### src/rtl/rv32_bus_pkg.sv
// Shared definitions for the RV32 memory bus arbiter: FSM encoding, owner
// identifiers and the default fetch starvation limit.
package rv32_bus_pkg;

    localparam int STARVE_LIMIT_DEFAULT = 4;

    localparam logic [1:0] ST_IDLE = 2'd0;
    localparam logic [1:0] ST_CMD  = 2'd1;
    localparam logic [1:0] ST_RESP = 2'd2;
    localparam logic [1:0] ST_DONE = 2'd3;

    typedef enum logic {
        OWN_I = 1'b0,
        OWN_D = 1'b1
    } owner_t;

    // Counter width able to hold 0..limit, never narrower than one bit.
    function automatic int starveWidth(input int limit);
        return (limit < 2) ? 1 : $clog2(limit + 1);
    endfunction

endpackage

### src/rtl/mem_arb_pick.sv
// Grant selection between fetch and data requesters, with a saturating
// counter that lets a waiting fetch win after STARVE_LIMIT data grants.
module mem_arb_pick
    import rv32_bus_pkg::*;
#(
    parameter int STARVE_LIMIT = STARVE_LIMIT_DEFAULT
) (
    input  logic   clk,
    input  logic   reset,
    input  logic   iReq,
    input  logic   dReq,
    input  logic   grantEn,
    output logic   grantValid,
    output owner_t grantOwner
);

    localparam int CNT_W = starveWidth(STARVE_LIMIT);
    localparam logic [CNT_W-1:0] LIMIT = CNT_W'(STARVE_LIMIT);

    logic [CNT_W-1:0] starveCnt;
    logic             starved;

    // Data normally wins; fetch takes over only once it has been passed over LIMIT times.
    always_comb begin
        starved    = iReq && dReq && (starveCnt == LIMIT);
        grantValid = grantEn && (iReq || dReq);
        grantOwner = (dReq && !starved) ? OWN_D : OWN_I;
    end

    always_ff @(posedge clk or negedge reset) begin
        if (!reset) begin
            starveCnt <= '0;
        end else if (grantValid) begin
            if ((grantOwner == OWN_D) && iReq) begin
                if (starveCnt != LIMIT) begin
                    starveCnt <= starveCnt + CNT_W'(1);
                end
            end else begin
                starveCnt <= '0;
            end
        end
    end

endmodule

### src/rtl/mem_bus_arbiter.sv
// Single-outstanding arbiter sharing one memory port between the fetch and
// memory stages of an RV32 pipeline.
module mem_bus_arbiter
    import rv32_bus_pkg::*;
#(
    parameter int ADDR_W       = 32,
    parameter int DATA_W       = 32,
    parameter int STARVE_LIMIT = STARVE_LIMIT_DEFAULT
) (
    input  logic              clk,
    input  logic              reset,
    input  logic              i_req,
    input  logic [ADDR_W-1:0] i_addr,
    output logic [DATA_W-1:0] i_rdata,
    output logic              i_ack,
    input  logic              d_req,
    input  logic              d_we,
    input  logic [ADDR_W-1:0] d_addr,
    input  logic [DATA_W-1:0] d_wdata,
    input  logic [3:0]        d_wstrb,
    output logic [DATA_W-1:0] d_rdata,
    output logic              d_ack,
    output logic              stall_f,
    output logic              stall_m,
    output logic              m_valid,
    input  logic              m_ready,
    output logic              m_we,
    output logic [ADDR_W-1:0] m_addr,
    output logic [DATA_W-1:0] m_wdata,
    output logic [3:0]        m_wstrb,
    input  logic              m_rvalid,
    input  logic [DATA_W-1:0] m_rdata
);

    logic [1:0] state;
    owner_t     owner;
    logic       grantEn;
    logic       grantValid;
    owner_t     grantOwner;

    assign grantEn = (state == ST_IDLE);
    assign stall_f = i_req & ~i_ack;
    assign stall_m = d_req & ~d_ack;

    mem_arb_pick #(
        .STARVE_LIMIT(STARVE_LIMIT)
    ) uPick (
        .clk       (clk),
        .reset     (reset),
        .iReq      (i_req),
        .dReq      (d_req),
        .grantEn   (grantEn),
        .grantValid(grantValid),
        .grantOwner(grantOwner)
    );

    always_ff @(posedge clk or negedge reset) begin
        if (!reset) begin
            state <= ST_IDLE;
            owner <= OWN_I;
        end else begin
            case (state)
                ST_IDLE: begin
                    if (grantValid) begin
                        state <= ST_CMD;
                        owner <= grantOwner;
                    end
                end
                ST_CMD: begin
                    if (m_valid && m_ready) begin
                        state <= ST_RESP;
                    end
                end
                ST_RESP: begin
                    if (m_rvalid) begin
                        state <= ST_DONE;
                    end
                end
                ST_DONE: state <= ST_IDLE;
                default: state <= ST_IDLE;
            endcase
        end
    end

    // Command fields are captured once at grant and held until the next grant.
    always_ff @(posedge clk or negedge reset) begin
        if (!reset) begin
            m_valid <= 1'b0;
            m_we    <= 1'b0;
            m_addr  <= '0;
            m_wdata <= '0;
            m_wstrb <= '0;
        end else if (grantValid) begin
            m_valid <= 1'b1;
            if (grantOwner == OWN_D) begin
                m_we    <= d_we;
                m_addr  <= d_addr;
                m_wdata <= d_wdata;
                m_wstrb <= d_wstrb;
            end else begin
                m_we    <= 1'b0;
                m_addr  <= i_addr;
                m_wdata <= '0;
                m_wstrb <= '0;
            end
        end else if ((state == ST_CMD) && m_ready) begin
            m_valid <= 1'b0;
        end
    end

    always_ff @(posedge clk or negedge reset) begin
        if (!reset) begin
            i_ack   <= 1'b0;
            d_ack   <= 1'b0;
            i_rdata <= '0;
            d_rdata <= '0;
        end else begin
            i_ack <= 1'b0;
            d_ack <= 1'b0;
            if ((state == ST_RESP) && m_rvalid) begin
                if (owner == OWN_D) begin
                    d_rdata <= m_rdata;
                    d_ack   <= 1'b1;
                end else begin
                    i_rdata <= m_rdata;
                    i_ack   <= 1'b1;
                end
            end
        end
    end

endmodule
### config.mk
export PLATFORM = sky130hd
export DESIGN_NAME = mem_bus_arbiter
export DESIGN_NICKNAME = d
export VERILOG_FILES = /design/src/rtl/rv32_bus_pkg.sv /design/src/rtl/mem_arb_pick.sv /design/src/rtl/mem_bus_arbiter.sv
export SDC_FILE = /design/constraint.sdc
export NUM_CORES = 1
export LEC_CHECK = 0
export BUFFER_PORTS_ARGS = -buffer_cell sky130_fd_sc_hd__buf_2
export CORE_MARGIN = 3
export CORE_UTILIZATION = 50
export CTS_CLUSTER_SIZE = 12
export DETAILED_ROUTE_END_ITERATION = 8
export PLACE_DENSITY = 0.86
export SLEW_MARGIN = 15
export SYNTH_ARGS = -nofsm -noshare
export SYNTH_HDL_FRONTEND = slang
export SYNTH_SLANG_ARGS = --single-unit
### constraint.sdc
create_clock -name clk -period 3.7 [get_ports clk]
set_input_delay 0.74 -clock clk [delete_from_list [all_inputs] [get_ports clk]]
set_output_delay 0.74 -clock clk [all_outputs]
set_load 0.005 [all_outputs]
# ---- Word level (Yosys, flattened, before mapping)
# Index checks and enable logic that the tools add are counted.
dict set report totals {
  regBits 142
  inputBits 139
  out_inout_bits 138
  elab_cells 61
}
dict set report op_classes {
  add_sub_neg 1
  eq_ne 9
  mux 17
  n_bitwise 5
  n_reduce_logical 17
}
# operator n
set ops {}
lappend ops {{$mux 32} 2}
lappend ops {{$logic_and 1x1->1} 8}
lappend ops {{$mux 1} 8}
lappend ops {{$ne 2x2->1 const B} 4}
lappend ops {{$pmux 2 s4} 1}
lappend ops {{$reduce_and 2->1} 4}
lappend ops {{$mux 2} 3}
lappend ops {{$mux 3} 2}
lappend ops {{$eq 2x2->1 const B} 2}
lappend ops {{$mux 4} 1}
lappend ops {{$add 3x1->3 const B} 1}
lappend ops {{$eq 3x3->1 const B} 1}
lappend ops {{$ne 3x3->1 const B} 1}
lappend ops {{$not 1->1} 3}
lappend ops {{$reduce_and 3->1} 1}
lappend ops {{$and 1x1->1} 2}
lappend ops {{$eq 2x1->1 const B} 1}
lappend ops {{$logic_not 2->1} 1}
lappend ops {{$reduce_bool 2->1} 1}
lappend ops {{$logic_not 1->1} 1}
lappend ops {{$logic_or 1x1->1} 1}

# ---- Longest topological paths before layout
dict set report logic_depth {
  depth_word 8
  depth_mapped 7
  ltp_nobuf 5
}

# ---- Cells and area by module
# Synthesis repeated with hierarchy kept, for this count alone.
dict set report hier_totals {
  hier_cells 484
  area_unflattened_um2 5794.3
}
# module instances cells_each area_per_inst_um2 seq_area_each_um2
set modules_own_cells {}
lappend modules_own_cells {mem_bus_arbiter 1 463 5597.9 3478.3}
lappend modules_own_cells {mem_arb_pick 1 21 196.4 75.1}

# ---- Least setup slack after synthesis
# No wires, ideal clock.
dict set report synth_timing {
  kind {in2out}
  start {input port d_req}
  end {output port stall_m}
  arrival_ns 1.324
  required_ns 2.960
  setup_slack_ns 1.636
  cell_stages 3
  n_path_buf 2
  path_cell_list {buf_4 -> clkbuf_1 -> nor2b_1}
}
dict set report synth_between {
  elab_chain_cells 1
}
# element line
set synth_rtl {}
lappend synth_rtl {{start: declaration} mem_bus_arbiter.sv:16} ;# input logic d_req,
lappend synth_rtl {{$and 1x1->1} mem_bus_arbiter.sv:43} ;# assign stall_m = d_req & ~d_ack;
lappend synth_rtl {{end: declaration} mem_bus_arbiter.sv:24} ;# output logic stall_m,
# No other way between the ends.

# ---- Worst setup path in the final report
# Ends and elaborated chain as after synthesis.

==> flow_summary_export.csv <==
group,metric,value,unit
status,status,"finished, final reports clean",
clock_tree,cts_tree,"built",
global_route,top_usage_layer,"met2",
sta,fmax,0.422,GHz
power_and_ir_drop,power.leakage,4.01,nW
synth,yosysWarnings,0,
clock_tree,ctsResizeCount,0,
route,vias,4739,
route,first_iter_violations,315,
route,routedWlPerCell,18.3,um
sta,clock_skew,0.00547,ns
route,drc,0,
layout,drive_gt1_share,52.4,%
critical_path,startpoint_type,"input port",
synth,mappedNetlistArea,5750,um^2
sta,final_hold_viol_count,0,
critical_path,reg2regPathDepth,6,
die,die_w,113,um
sta,min_period,2.37,ns
placement,dp_hpwl,11.1,mm
global_route,track_usage,24.9,%
sta,tightestPinTransition,0.814,ns
clock_tree,htreeDepth,4,
critical_path,crit_start,"d_req",
route,routed_via_density,5.48,
die,io_pins,277,
clock_tree,post_cts_buffers,0,
min_path,hp-class,"in2async",
global_route,use_met2,44.4,%
placement,gp_congestion,0.798,
synth,synth_edf_count,0,
layout,insertedDiodeCount,0,
layout,multi_input_area,1990,um^2
die,die_area,12800,um^2
synth,synth_top_flop_cell,"dfrtp_1",
clock_tree,cts_root_buf,"clkbuf_16",
layout,num-fill-cells,766,
die,core.rowCount,38,
placement,place_area,7220,um^2
die,die_h,113,um
layout,nNetsFinal,858,
sta,slew_violations,0,
global_route,antenna_found_initial,0,
clock_tree,clkLatencyLatePin,0.41,ns
global_route,grt_pass1_wl,25.0,mm
global_route,grt_use_met3,6.31,%
layout,final-seq-area,3550,um^2
critical_path,r2r-start,"state[0]$_DFFE_PN0P_",
critical_path,end_kind,"primary output",
route,drt-total-wl,15.9,mm
global_route,met1_usage,28.4,%
global_route,grt_start_max_net_pins,90,
die,core,11000,um^2
power_and_ir_drop,ir_worst_vdd,636,uV
synth,ys_types,29,
clock_tree,hold_buffers,0,
sta,maxSlewHeadroom,45.7,%
sta,rsz0062_at_grt,"false",
route,detail-route-antenna-nets,0,
synth,synth_seq_cells,142,
synth,avgSynthCellArea,12.9,um^2
synth,synth_seq_area_share,61.8,%
global_route,grt_pass1_vias,4948,
placement,placement.io_buffers,276,
synth,synth_cells,447,
critical_path,critPathKind,"in2out",
global_route,overflow,0,
die,start_util,52.2,%
critical_path,worst-path-max-fanout,39,
clock_tree,cts_buffers,17,
critical_path,cp.arrival,1.63,ns
clock_tree,cts.path.max_buffers,2,
critical_path,required,2.96,ns
power_and_ir_drop,p_per_area,886,nW/um^2
synth,async_flop_share,100,%
sta,fin_crit_sh,64.1,%
sta,fin_tns_setup,0,ns
synth,syn_nets,592,
job,cap_violations,0,
clock_tree,clkSinkCount,142,
route,firstDrtPassIters,5,
layout,syn_to_final_growth,36.7,%
layout,final_area,7870,um^2
clock_tree,clkTransAtPathRegs,0.06,ns
sta,setup_viol_count_final,0,
registers in the layout, summed over array words and instances (netlist names):
| name | cells |
|---|---|
| m_we | 1 |
| m_valid | 1 |
| d_ack | 1 |
| m_wdata | 32 |
| d_rdata | 32 |
| i_ack | 1 |
| m_wstrb | 4 |
| uPick.starveCnt | 3 |
| m_addr | 32 |
| owner | 1 |
| i_rdata | 32 |
| state | 2 |
synth_stat cells (2+ instances only):
cell type  number  share of area (%)
a22o_1         38                5.8
nand2_1        69                4.5
a32o_1          2               0.35
ha_1            6                1.3
o211ai_1       32                4.2
buf_4           2               0.26
buf_2          20                1.7
nor2b_1         2               0.22
clkbuf_1       13               0.85
dfrtp_1       142                 62
nor2_1          2               0.13
nand4_1        32                3.5
mux2_2         65                 13
inv_1           7               0.46
final timing paths:
| check | to | slack [ns] |
|---|---|---|
| worst max-delay path | stall_m | 1.33 |
| worst min-delay path | d_rdata[6]$_DFFE_PN0P_ | 0.39 |
| worst max register to register | m_wdata[3]$_DFFE_PN0P_ | 1.57 |
| worst min register to register | m_addr[13]$_DFFE_PN0P_ | 0.50 |
| max in group asynchronous | m_addr[6]$_DFFE_PN0P_ | 2.54 |
| min in group clk | m_addr[13]$_DFFE_PN0P_ | 0.50 |
through the flow:
| step | worst slack [ns] | hold WS [ns] | power (mW) | std cells | utilization (%) |
|---|---|---|---|---|---|
| 2_1_floorplan | 1.64 | 0.444 | 3.96 | 447 | - |
| 3_3_place_gp | 1.20 | 0.477 | 4.96 | 834 | 65.5 |
| 3_5_place_dp | 1.10 | 0.487 | 5.13 | 834 | 65.5 |
| 4_1_cts | 1.35 | 0.430 | 7.04 | 865 | 71.3 |
| 5_1_grt | 1.26 | 0.431 | 7.38 | 865 | 71.3 |
| 6_report | 1.33 | 0.387 | 6.97 | 865 | 71.3 |
report_power, final:
group          internal (mW)  leakage (nW)  total [mW]  switching [mW]
Sequential              2.29          1.75        2.69           0.398
Clock                   1.23         0.314        1.86           0.630
Combinational           1.26          1.95        2.42            1.16
critical path, stage by stage:
cell and delay [ns]:
buf_2 0.54, nor2b_1 0.22, buf_2 0.12
layout by cell type (no fill, tap or decap), types with 5 or more instances in the layout:
master,count
bufinv_16,5
buf_4,6
clkbuf_16,17
nand4_1,32
a22o_1,38
dfrtp_1,142
ha_1,6
nand2_1,69
mux2_2,65
buf_2,275
o211ai_1,32
inv_1,7
cell type report:
class | count | area share [%]
Clock buffer | 21 | 5.85
Inverter | 7 | 0.334
Tap cell | 140 | 2.23
Timing Repair Buffer | 284 | 18.7
Sequential cell | 142 | 45.2
Multi-Input combinational cell | 261 | 25.3
Clock inverter | 10 | 2.35
routing by layer:
metal / part of all wire (%) / up-vias / wire (um)
met2: 54 / 234 / 8540
met5: 0 / - / 0
li1: - / 2152 / -
met4: 1.8 / 0 / 282
met1: 37 / 2330 / 5840
met3: 7.6 / 23 / 1210
logic make-up (layout without fill, tap and decap cells):
logic type / Yosys count / count (layout) / share of synthesized area (%)
adder cells (fa/ha/maj): 6 / 6 / 1.30
AO/OA/AOI/OAI: 79 / 79 / 11.5
buffers and inverters: 44 / 322 / 3.59
flip-flops: 142 / 142 / 61.8
AND/OR/NAND/NOR: 111 / 111 / 9.18
multiplexers: 65 / 65 / 12.7
Note: power is estimated with default switching activity, not from simulation.
